==> src/rtl/log_div_lut_loader.sv <==
// Front-end for the log-scale float16 divider: streams LUT_SIZE init beats into the divider's
// LUT write port, then admits operand pairs and returns each quotient after the fixed latency.
module log_div_lut_loader #(
    parameter int FLOAT_LEN   = 16,
    parameter int MANT_LEN    = 10,
    parameter int LUT_SIZE    = 128,
    parameter int DIV_LATENCY = 4
) (
    input  logic                                   clk,
    input  logic                                   rst,
    input  logic                                   cfg_valid,
    output logic                                   cfg_ready,
    input  logic [MANT_LEN-1:0]                    cfg_log2,
    input  logic [FLOAT_LEN-1:0]                   cfg_exp2,
    output logic                                   lut_wr_en,
    output logic [MANT_LEN-1:0]                    log2_lut_data,
    output logic [FLOAT_LEN-1:0]                   exp2_lut_data,
    output logic                                   lut_done,
    input  logic                                   op_valid,
    output logic                                   op_ready,
    input  logic [FLOAT_LEN-1:0]                   op_a,
    input  logic [FLOAT_LEN-1:0]                   op_b,
    output logic [FLOAT_LEN-1:0]                   div_a,
    output logic [FLOAT_LEN-1:0]                   div_b,
    input  logic [FLOAT_LEN-1:0]                   div_result,
    output logic                                   res_valid,
    output logic [FLOAT_LEN-1:0]                   res_data,
    output logic [$clog2(DIV_LATENCY+2)-1:0]       in_flight,
    output logic                                   dbg_state
);

    localparam int CNT_W = $clog2(LUT_SIZE + 1);
    localparam int IF_W  = $clog2(DIV_LATENCY + 2);

    typedef enum logic {
        LOAD = 1'b0,
        RUN  = 1'b1
    } state_t;

    state_t               state;
    state_t               next_state;
    logic [CNT_W-1:0]     cnt;
    logic [DIV_LATENCY:0] vpipe;
    logic                 cfg_accept;
    logic                 op_accept;
    logic                 res_edge;

    // Handshakes: a transfer happens on the rising edge where valid && ready are both high;
    // ready depends only on state (never on valid), and the host holds valid/data until then.
    assign cfg_accept = cfg_valid && cfg_ready;
    assign op_accept  = op_valid && op_ready;
    assign res_edge   = vpipe[DIV_LATENCY];
    assign dbg_state  = (state == RUN);

    always_ff @(posedge clk or posedge rst) begin
        if (rst) begin
            state <= LOAD;
        end else begin
            state <= next_state;
        end
    end

    always_comb begin
        next_state = state;
        cfg_ready  = 1'b0;
        op_ready   = 1'b0;
        case (state)
            LOAD: begin
                cfg_ready = 1'b1;
                if (cfg_valid && (cnt == CNT_W'(LUT_SIZE - 1))) begin
                    next_state = RUN;
                end
            end
            RUN: begin
                // Only reset leaves RUN: the divider's LUT write pointer cannot rewind.
                op_ready = 1'b1;
            end
            default: next_state = LOAD;
        endcase
    end

    always_ff @(posedge clk or posedge rst) begin
        if (rst) begin
            cnt           <= '0;
            lut_wr_en     <= 1'b0;
            log2_lut_data <= '0;
            exp2_lut_data <= '0;
            lut_done      <= 1'b0;
        end else begin
            lut_wr_en <= cfg_accept;
            if (cfg_accept) begin
                log2_lut_data <= cfg_log2;
                exp2_lut_data <= cfg_exp2;
                cnt           <= cnt + CNT_W'(1);
            end
            // Rises together with the final write strobe.
            if (next_state == RUN) begin
                lut_done <= 1'b1;
            end
        end
    end

    always_ff @(posedge clk or posedge rst) begin
        if (rst) begin
            div_a     <= '0;
            div_b     <= '0;
            vpipe     <= '0;
            res_valid <= 1'b0;
            res_data  <= '0;
            in_flight <= '0;
        end else begin
            if (op_accept) begin
                div_a <= op_a;
                div_b <= op_b;
            end
            // vpipe[DIV_LATENCY] marks the edge where div_result reflects that op.
            vpipe     <= {vpipe[DIV_LATENCY-1:0], op_accept};
            res_valid <= res_edge;
            if (res_edge) begin
                res_data <= div_result;
            end
            case ({op_accept, res_edge})
                2'b10:   in_flight <= in_flight + IF_W'(1);
                2'b01:   in_flight <= in_flight - IF_W'(1);
                default: in_flight <= in_flight;
            endcase
        end
    end

endmodule
==> config.mk <==
export PLATFORM = sky130hd
export DESIGN_NAME = log_div_lut_loader
export DESIGN_NICKNAME = d
export VERILOG_FILES = /design/src/rtl/log_div_lut_loader.sv
export SDC_FILE = /design/constraint.sdc
export NUM_CORES = 1
export LEC_CHECK = 0
export CAP_MARGIN = 5
export CORE_UTILIZATION = 41
export DETAILED_ROUTE_END_ITERATION = 6
export GPL_ROUTABILITY_DRIVEN = 0
export PLACE_DENSITY = 0.84
export SLEW_MARGIN = 20
export SYNTH_ARGS = -nofsm -noshare
export SYNTH_HDL_FRONTEND = slang
export SYNTH_SLANG_ARGS = --single-unit
==> constraint.sdc <==
create_clock -name clk -period 3.6 [get_ports clk]
set_input_delay 0.36 -clock clk [delete_from_list [all_inputs] [get_ports clk]]
set_output_delay 0.36 -clock clk [all_outputs]
set_load 0.02 [all_outputs]
==> results.json, run 1 <==
{
  "ir_worst_vdd_uv": 268,
  "finalSetupTns_ns": 0,
  "drt_iter0_drc": 71,
  "slowest_stage": "clkdlybuf4s50_1",
  "hp-class": "primary input to asynchronous set/reset pin",
  "fin_cells": 486,
  "period_share_pct": 54.5,
  "max-slew-margin-rel_pct": 52.5,
  "mostFrequentLayoutCells": "clkdlybuf4s50_1, dfrtp_1, mux2_2",
  "ys_seq_area_share_pct": 66.6,
  "io_buffer_count": 160,
  "syn_nets": 293,
  "start_kind": "register",
  "cts_max_level": 3,
  "finish.instance_area_um2": 5450,
  "r2r_slack_ns": 1.69,
  "path_cells": "clkdlybuf4s50_1",
  "multi_input_area_um2": 1090,
  "syn2layout_area_growth_pct": 54.2,
  "drt_wl_total_um": 7160,
  "clk_pin_slew_ns": 0.08,
  "cp.buffers_inverters": 1,
  "postCtsHoldBufs": 0,
  "post-route-min-period_ns": 1.96,
  "placed_cell_area_um2": 5220,
  "clock.fmax_ghz": 0.510,
  "synth_top_area_cell": "dfrtp_1",
  "grt-ovfl-total": 0,
  "clock-sinks": 94,
  "numCtsBuffers": 9,
  "setup-violations-final": 0,
  "dieArea_um2": 8990,
  "required_ns": 3.24,
  "synthTopCellsByArea": "dfrtp_1, mux2_2, buf_4",
  "ys_ff_latch": 94,
  "critPathArrivalTime_ns": 1.60,
  "pre_cts_slack_ns": 1.50,
  "maxSlewViolCount": 0,
  "reg2regPathDepth": 3,
  "cts_setup_buffers": 0,
  "max-clock-path-buffers": 2,
  "synth_top_area_share_pct": 66.6,
  "via_per_inst": 4.75,
  "grt_pass1_wl_um": 10900,
  "cts_resized": 0,
  "p_leak_nw": 2.49,
  "track_usage_pct": 16.2,
  "netlist_area_um2": 3530,
  "regArea_um2": 2350,
  "antennaDiodeCount": 0,
  "drv_cap": 0,
  "fin_util_pct": 66.0,
  "drt-pass1-iter-count": 4,
  "synth_area_per_cell_um2": 16.7,
  "p_per_area_nw_per_um2": 418,
  "cts-root-buf": "clkbuf_8",
  "core_um2": 8260,
  "fin_nets": 458,
  "die_y_um": 94.8,
  "cp-end-kind": "output port",
  "drive_gt1_share_pct": 26.2,
  "reg2reg_from": "vpipe[4]$_DFF_PP0_",
  "critPathLaunch": "dbg_state$_DFF_PP0_",
  "worst_pin_slew_ns": 0.713,
  "setup_ws_ns": 1.64,
  "place_hpwl_um": 5340,
  "routed-via-count": 2309,
  "cpPeakStageDelay_ns": 0.68,
  "hold_viol": 0,
  "cts_tree": "built",
  "criticalPathCategory": "register to output port",
  "r2r-end": "in_flight[1]$_DFFE_PP0P_",
  "grt_antenna_before_repair": 0,
  "wl_per_cell_um": 14.7,
  "postSynthCellCount": 212,
  "grt_pass1_vias": 2311,
  "critPathMaxFanout": 10,
  "clock_skew_ns": 0.00905,
  "n_fill_cell": 639,
  "timing.critical_path.max_delay_family": "buffers and inverters",
  "mostFrequentLayoutCell": "clkdlybuf4s50_1",
  "die_x_um": 94.8,
  "rsz0062_at_grt": "false",
  "pin_count": 161,
  "dp_cells": 471,
  "start_util_pct": 42.8,
  "clk_latency_ns": 0.34,
  "rows": 33,
  "grt_max_degree": 34,
  "ys_types": 23,
  "yosysWarnings": 0,
  "status": "finished, final reports clean",
  "final_antenna_net_count": 0,
  "drcViolationCount": 0
}
sequential cells by signal, summed over array words and instances, names as in the netlist:
register,cells
vpipe,5
cnt,8
exp2_lut_data,16
div_b,16
log2_lut_data,10
res_data,16
res_valid,1
in_flight,3
lut_done,1
div_a,16
lut_wr_en,1
dbg_state,1
worst reg2reg max path, stage by stage (launching register included):
cell and delay, ns:
dfrtp_1 0.80, ha_1 0.32, fa_1 0.42, mux2_2 0.27
cells in the mapped netlist:
library cell and number:
xor2_1 4, fa_1 1, inv_1 3, or3_1 1
or2_2 1, dfrtp_1 94, nand2_2 1, nand4_1 2
nor2b_2 1, nor3_1 1, buf_4 7, and4b_1 1
nor2_1 2, and3_1 1, xnor2_1 5, nor3b_1 1
and4_4 1, mux2_2 76, xor2_2 1, nand2_1 3
buf_6 1, buf_2 2, ha_1 2
metal layers:
layer	share of wire, %	vias to the layer above	track usage (%)
li1	-	1055	-
met2	50	92	26.5
met4	1.8	0	7.95
met1	40	1150	19.5
met3	8.0	12	4.59
met5	0	-	0
worst max-delay path by stage:
stage | cells past startpoint | end | slack, ns
6_report | 1 | op_ready | 1.64
5_1_grt | 1 | op_ready | 1.53
4_1_cts | 1 | op_ready | 1.59
3_5_place_dp | 4 | log2_lut_data[6]$_DFFE_PP0P_ | 1.50
3_3_place_gp | 4 | log2_lut_data[9]$_DFFE_PP0P_ | 1.57
2_1_floorplan | 1 | cnt[0]$_DFFE_PP0P_ | 0.79
report_power, final:
part	internal, W	switching, W	total [W]
combinational	0.000202	0.000131	0.000333
clock	0.000426	0.000332	0.000758
sequential	0.00113	0.0000564	0.00118
stage by stage:
step                power, W  hold slack (ns)
finish               0.00227            0.350
global route         0.00237            0.361
CTS                  0.00231            0.353
detailed placement   0.00154            0.335
global placement     0.00153            0.331
floorplan            0.00135            0.331
cell families (layout without fill, tap and decap cells):
family / Yosys count / count (layout) / share of synthesized area (%)
buffers and inverters: 13 / 182 / 2.41
muxes: 76 / 76 / 24.2
DFF: 94 / 94 / 66.6
and+or+nand+nor: 16 / 16 / 2.80
xor gates and xnor gates: 10 / 10 / 2.69
adders and majority gates: 3 / 3 / 1.28
area by class of cell:
type / count / area share (%)
timing repair buffer: 164 / 30.0
sequential: 94 / 43.2
clock buffer: 12 / 2.85
tap: 105 / 2.41
multi-input combinational: 105 / 20.1
clock inverter: 3 / 1.24
inverter: 3 / 0.253
No activity file was read; power rests on OpenSTA's default activity.
==> run 2: changes to the inputs <==
==> constraint.sdc (replaced) <==
create_clock -name clk -period 1.9 [get_ports clk]
set_input_delay 0.19 -clock clk [delete_from_list [all_inputs] [get_ports clk]]
set_output_delay 0.19 -clock clk [all_outputs]
set_load 0.02 [all_outputs]
==> results.json, run 2 (synthesis results as in run 1) <==
{
  "cp-end-kind": "output port",
  "clock-sinks": 94,
  "core_um2": 8260,
  "p_leak_nw": 2.52,
  "drt-pass1-iter-count": 3,
  "fin_util_pct": 66.7,
  "grt-ovfl-total": 0,
  "path_cells": "buf_4, inv_1, clkdlybuf4s50_1",
  "ir_worst_vdd_uv": 430,
  "start_kind": "register",
  "mostFrequentLayoutCells": "clkdlybuf4s50_1, dfrtp_1, mux2_2",
  "cts_setup_buffers": 0,
  "dieArea_um2": 8990,
  "clock.fmax_ghz": 0.565,
  "setup-violations-final": 0,
  "max-slew-margin-rel_pct": 66.9,
  "period_share_pct": 93.1,
  "cpPeakStageDelay_ns": 0.59,
  "grt_antenna_before_repair": 0,
  "power.total_w": 0.00450,
  "io_buffer_count": 160,
  "critPathArrivalTime_ns": 1.58,
  "numCtsBuffers": 9,
  "grt_pass1_wl_um": 11400,
  "routed-via-count": 2332,
  "syn2layout_area_growth_pct": 56.0,
  "clk_pin_slew_ns": 0.09,
  "die_y_um": 94.8,
  "status": "finished, final reports clean",
  "pin_count": 161,
  "drt_iter0_drc": 64,
  "critPathMaxFanout": 9,
  "hold_viol": 0,
  "clk_latency_ns": 0.35,
  "via_per_inst": 4.77,
  "criticalPathCategory": "register to output port",
  "p_per_area_nw_per_um2": 817,
  "multi_input_area_um2": 1090,
  "cts_max_level": 3,
  "regArea_um2": 2350,
  "finalSetupTns_ns": 0,
  "drt_wl_total_um": 7260,
  "worst_pin_slew_ns": 0.496,
  "rsz0062_at_grt": "false",
  "hp-class": "primary input to asynchronous set/reset pin",
  "cts-root-buf": "clkbuf_8",
  "fin_nets": 460,
  "slowest_stage": "clkdlybuf4s50_1",
  "start_util_pct": 42.8,
  "mostFrequentLayoutCell": "clkdlybuf4s50_1",
  "grt_pass1_vias": 2447,
  "cts_tree": "built",
  "grt_max_degree": 95,
  "wl_per_cell_um": 14.8,
  "drcViolationCount": 0,
  "die_x_um": 94.8,
  "drive_gt1_share_pct": 27.3,
  "postCtsHoldBufs": 0,
  "post-route-min-period_ns": 1.77,
  "required_ns": 1.71,
  "timing.critical_path.max_delay_family": "buffers and inverters",
  "clock_skew_ns": 0.00834,
  "track_usage_pct": 16.8,
  "place_hpwl_um": 5270,
  "max-clock-path-buffers": 2,
  "cp.buffers_inverters": 3,
  "drv_cap": 0,
  "maxSlewViolCount": 0,
  "antennaDiodeCount": 0,
  "n_fill_cell": 618,
  "final_antenna_net_count": 0,
  "cts_resized": 0,
  "rows": 33
}
[run 2: worst paths after layout]
kind | to | slack [ns] | start | depth (start not counted)
max in group asynchronous | exp2_lut_data[2]$_DFFE_PP0P_ | 1.19 | rst | 3
setup / recovery | cfg_ready | 0.13 | dbg_state$_DFF_PP0_ | 3
hold reg to reg | vpipe[3]$_DFF_PP0_ | 0.35 | vpipe[2]$_DFF_PP0_ | 0
hold / removal | res_data[4]$_DFFE_PP0P_ | 0.31 | rst | 3
min in group clk | vpipe[3]$_DFF_PP0_ | 0.35 | vpipe[2]$_DFF_PP0_ | 0
setup reg to reg | in_flight[2]$_DFFE_PP0P_ | 0.41 | dbg_state$_DFF_PP0_ | 6
[run 2: area by class of cell]
cell class	count	share of cell area (%)
Clock buffer	11	2.75
Clock inverter	5	1.91
Inverter	3	0.272
Multi-Input combinational cell	105	19.9
Sequential cell	94	42.7
Tap cell	105	2.38
Timing Repair Buffer	166	30.1
[run 2: metrics by stage]
step           cells  worst slack (ns)  area (um^2)  hold WS, ns
6_report         489             0.131         5510        0.306
5_1_grt          489            0.0458         5510        0.354
4_1_cts          489             0.103         5510        0.346
3_5_place_dp     473            0.0991         5250        0.335
3_3_place_gp     473             0.122         5250        0.331
2_1_floorplan    212            0.0434         3540        0.331
[run 2: tightest hold or removal path, stage by stage]
cell and delay (ns):
clkdlybuf4s50_1 0.44, clkinvlp_4 0.10, buf_12 0.37
[run 2: power breakdown]
part           total (W)  leakage, nW  switching [W]  internal (W)
Sequential       0.00224         1.24       0.000108       0.00214
Combinational   0.000639         1.16       0.000252      0.000387
Clock            0.00162        0.122       0.000671      0.000946
[run 2: metal layers]
layer | part of all wire (%) | track usage [%]
met5 | 0 | 0
met4 | 1.7 | 7.95
met3 | 6.9 | 4.03
met2 | 53 | 28.7
met1 | 38 | 19.8
==> run 3: changes to the inputs <==
--- a/config.mk
+++ b/config.mk
@@ -5,7 +5,7 @@
 export SDC_FILE = /design/constraint.sdc
 export NUM_CORES = 1
 export LEC_CHECK = 0
-export CAP_MARGIN = 5
+export CAP_MARGIN = 20
 export CORE_UTILIZATION = 41
 export DETAILED_ROUTE_END_ITERATION = 6
 export GPL_ROUTABILITY_DRIVEN = 0
==> results of run 3 <==
Same layout as run 2: the final DEF is identical, and so are final timing and power.
==> RTL edit 1, RTL diff (config.mk and constraints of run 2) <==
Compare `cnt` against `CNT_W'(LUT_SIZE - 1)` with >= in place of ==.
--- a/src/rtl/log_div_lut_loader.sv
+++ b/src/rtl/log_div_lut_loader.sv
@@ -68,5 +68,5 @@
             LOAD: begin
                 cfg_ready = 1'b1;
-                if (cfg_valid && (cnt == CNT_W'(LUT_SIZE - 1))) begin
+                if (cfg_valid && (cnt >= CNT_W'(LUT_SIZE - 1))) begin
                     next_state = RUN;
                 end
Formal check against the unedited RTL: no difference found for any inputs over 10 cycles, from zero or initial values and one cycle with rst high; that may be too few to reach the edited logic, so the function may still have changed.
==> RTL edit 1 against run 2 <==
- final area down 1.1%
- sequential share of layout area up 0.45 points
- via count up 8.5%
- sequential cell count unchanged
- global-route usage up 0.64 points
- setup slack better by 0.057 ns
- area after synthesis up 0.43%
- hold slack better by 0.029 ns
- utilization down 1.1 points
- routed wire length up 3.7%
Power is not compared: it rests on default switching activity, and its combinational part moved more than twofold at a synthesized area within 25%.
==> RTL edit 1: results (changes against run 2) <==
number of global-route vias before repair=2732 (+12%); final WL=7530 µm (+3.7%); Syn Nets=351 (+20%); Max FO, Critical Path=5 (-4); DR WL met3=556 µm (+11%); H-tree depth reported by CTS=3 (unchanged); first-pass GRT wire length=12100 µm (+5.6%); fill count=655 (+6.0%); diode count=0 (unchanged); worst vdd ir=468 µV; dpl ws=0.0889 ns (-0.0103 ns); clk root buf=clkbuf_8; library cells used by synthesis=22 (-4.3%); outcome=completed; initial antenna violation count=0 (unchanged); Sw Ratio=a little under a third; flop-to-flop setup slack=0.44 ns (+0.03 ns); CTS Buffer Depth=2 (unchanged); Nets=517 (+12%); Worst Reg2Reg Path Length in Cells=6 (unchanged); TritonRoute pass-1 iters=4 (+1); skew final=0.0131 ns (+0.00473 ns); routed via count=2530 (+8.5%); routed wl met2=3850 µm (-0.18%); sequential fraction of the synthesis area=66.3% (-0.28 points); DRT iter0 DRCs=64 (unchanged); share of layout cells above drive strength 1=17.2% (-10 points); Post-CTS Setup Inserts=0 (unchanged); HPWL Detailed=5450 µm (+3.3%); GRT Util Overall=17.4% (+0.64 points); commonest cells in the netlist=94 x dfrtp_1, 83 x nand2_1, 49 x mux2_2; largest cells by area after synthesis=dfrtp_1 66%, mux2_2 16%, nand2_1 8.8%; Final Cycle Share=90.1% (-3.0 points); Port Buf Inserts=160 (unchanged); Worst R2R End=in_flight[2]; DRC=0 (unchanged); Metal-1 WL=3060 µm (+11%); Worst Tran Pin Value=0.468 ns (-0.0280 ns); static leakage=approximately 2.4 nW
## RTL edit 1: logic make-up (layout without fill, tap and decap cells)
kind of cell / Yosys count / count (layout) / synth area share [%]
AOI/OAI and AO/OA: 2 / 2 / 0.282
xor gates and xnor gates: 10 / 10 / 2.47
adders and majority gates: 3 / 3 / 1.27
buffers and inverters: 16 / 187 / 3.10
DFF: 94 / 94 / 66.3
muxes: 49 / 49 / 15.6
and+or+nand+nor: 96 / 96 / 11.0
## RTL edit 1: how the worst min path moves through the flow
stage	from	end	slack, ns	depth (start not counted)
6_report	rst	div_a[13]	0.33	3
5_1_grt	vpipe[0]	vpipe[1]	0.35	0
4_1_cts	rst	div_a[14]	0.34	3
3_5_place_dp	vpipe[0]	vpipe[1]	0.33	0
3_3_place_gp	vpipe[0]	vpipe[1]	0.33	0
2_1_floorplan	cfg_exp2[0]	exp2_lut_data[0]	0.30	2
## RTL edit 1: metal layers
metal	global-route usage, %	vias to the layer above
met5	0	-
li1	-	1209
met3	5.66	7
met2	30.1	88
met1	20.3	1226
met4	6.06	0
## RTL edit 1: layout make-up
cell class,count,share of cell area (%)
clock buffer,11,2.59
clock inverter,5,0.781
inverter,4,0.344
multi-input combinational,160,19.9
sequential,94,43.2
tap,105,2.41
timing repair buffer,167,30.8
## RTL edit 1: worst max-delay path: stages (launching register included)
cell and delay [ns]:
dfrtp_1 0.40, buf_4 0.16, inv_1 0.05, clkdlybuf4s50_1 0.59
## RTL edit 1: power groups by stage
stage	logic (W)	clock network (W)	registers (W)
6_report	0.00153	0.00121	0.00251
5_1_grt	0.00166	0.00133	0.00255
4_1_cts	0.00156	0.00127	0.00251
3_5_place_dp	0.00155	0	0.00255
3_3_place_gp	0.00151	0	0.00253
2_1_floorplan	0.000379	0	0.00288
## RTL edit 1: metrics by stage
step	area [µm²]	utilization (%)	power, W	hold slack [ns]	cells
6_report	5450	65.7	0.00526	0.335	546
5_1_grt	5450	65.7	0.00554	0.351	546
4_1_cts	5450	65.7	0.00534	0.344	546
3_5_place_dp	5270	63.5	0.00410	0.335	530
3_3_place_gp	5270	63.5	0.00405	0.332	530
2_1_floorplan	3550	-	0.00326	0.295	270
==> RTL edit 2, RTL diff (flow settings as in run 2) <==
Without the edit above. Change the parameter `LUT_SIZE` from 128 to 64.
--- a/src/rtl/log_div_lut_loader.sv
+++ b/src/rtl/log_div_lut_loader.sv
@@ -4,5 +4,5 @@
     parameter int FLOAT_LEN   = 16,
     parameter int MANT_LEN    = 10,
-    parameter int LUT_SIZE    = 128,
+    parameter int LUT_SIZE    = 64,
     parameter int DIV_LATENCY = 4
 ) (
Check against the original RTL: no difference found for any inputs over 10 cycles, from zero or initial values and one cycle with rst high; that may be too few to reach the edited logic, so the function may still have changed.
==> RTL edit 2 against run 2 <==
- sequential cell count is 1 lower
- final area is 0.25% lower
- synthesized cell count stayed put
- critical endpoint unchanged
- clock skew is 0.0029 ns lower
- hold slack better by 0.022 ns
- setup slack better by 0.0051 ns
- via count is 1.2% lower
- area after synthesis is 1.9% higher
- largest cell class unchanged
- routed wire length is 5.4% higher
Power is not compared: it rests on default switching activity, and its combinational part moved more than twofold at a synthesized area within 25%.
==> RTL edit 2: results (changes against run 2) <==
outcome=completed; Slowest-stage cell, CP=clkdlybuf4s50_1; static leakage=around 2.5 nW; crit path from=dbg_state; worst min path class=input port to async pin; share of the synthesized area in the top cell type=64.6% (-2.0 points); Worst R2R End=in_flight[2]; P_seq=about 0.0028 W; clk root buf=clkbuf_8; largest cells by area after synthesis=dfrtp_1 65%, mux2_2 16%, mux2_4 10%; CTS Buffer Depth=2 (unchanged); pin count of the biggest net entering global routing=49 (-48%); Port Buf Inserts=160 (unchanged); GR Overflow Total=0 (unchanged); flop-to-flop setup slack=0.34 ns (-0.07 ns); commonest cells in the netlist=93 x dfrtp_1, 50 x mux2_2, 25 x mux2_4; library cells used by synthesis=22 (-4.3%); diode count=0 (unchanged); first-pass GRT wire length=12000 µm (+5.5%); Avg Vias per Cell=4.74 (-0.55%); skew final=0.00541 ns (-0.00293 ns); combinational power share=about 40%; Worst Tran Pin Value=0.416 ns (-0.0799 ns); Clock Latency Late Sink=0.35 ns (about the same); share of layout cells above drive strength 1=25.7% (-1.6 points); crit path capture=cfg_ready; Sw Pwr=around 0.0021 W; cell family with most CP delay=buffers and inverters; Nets=460 (unchanged); GRT Util Overall=17.8% (+1.1 points); Placed Area=5330 µm² (+1.4%); sequential fraction of the synthesis area=64.6% (-2.0 points); Synth area leader=dfrtp_1; TritonRoute pass-1 iters=5 (+2); Worst Reg2Reg Path Length in Cells=7 (+1); max incr delay on CP=0.60 ns; number of global-route vias before repair=2457 (+0.41%); Yosys Warn Count=0 (unchanged); final WL=7650 µm (+5.4%); initial antenna violation count=0 (unchanged); Worst-path clk slew=0.09 ns (about the same); HPWL Detailed=5650 µm (+7.2%); H-tree depth reported by CTS=3 (unchanged); Syn Nets=293 (unchanged); Post-synth ARST share=100% (unchanged); DRT iter0 DRCs=43 (-33%); Max FO, Critical Path=7 (-2); Num CTS Buffers=9 (unchanged)
RTL edit 2: kinds of logic (layout without fill, tap and decap cells):
kind of cell	Yosys count	count (layout)	share of synthesized area, %
AO/OA/AOI/OAI	1	1	0.139
XOR/XNOR	9	9	2.19
adder cells (fa/ha/maj)	3	3	1.25
buffers and inverters	16	185	3.30
flip-flops	93	93	64.6
multiplexers	75	75	26.1
AND/OR/NAND/NOR	15	15	2.43
RTL edit 2: area by class of cell:
cell class	instances	area, µm²
Fill cell	584	2840
Sequential cell	93	2330
Timing Repair Buffer	166	1680
Multi-Input combinational cell	103	1160
Tap cell	105	131
Clock buffer	10	128
Clock inverter	3	40.0
Inverter	6	26.3
RTL edit 2: worst min path at each step:
stage                  start           endpoint  slack (ns)  cells past startpoint
floorplan           vpipe[0]           vpipe[1]        0.33                      0
global placement    vpipe[2]           vpipe[3]        0.33                      0
detailed placement  vpipe[3]           vpipe[4]        0.33                      0
CTS                      rst  exp2_lut_data[10]        0.31                      3
global route             rst   log2_lut_data[1]        0.32                      3
finish                   rst   exp2_lut_data[6]        0.33                      3
RTL edit 2: routing by layer:
layer | wire length [µm] | part of all wire, % | vias to the layer above | track usage, %
li1 | - | - | 1054 | -
met1 | 2990 | 39 | 1140 | 21.5
met2 | 3900 | 51 | 96 | 29.5
met3 | 580 | 7.6 | 15 | 4.50
met4 | 186 | 2.4 | 0 | 9.58
met5 | 0 | 0 | - | 0
RTL edit 2: per-stage QoR:
step           power [W]  setup WS, ns  instances
6_report         0.00668         0.136        486
4_1_cts          0.00678         0.106        486
2_1_floorplan    0.00428        0.0145        212
3_3_place_gp     0.00546         0.145        473
5_1_grt          0.00707        0.0731        486
3_5_place_dp     0.00556         0.107        473
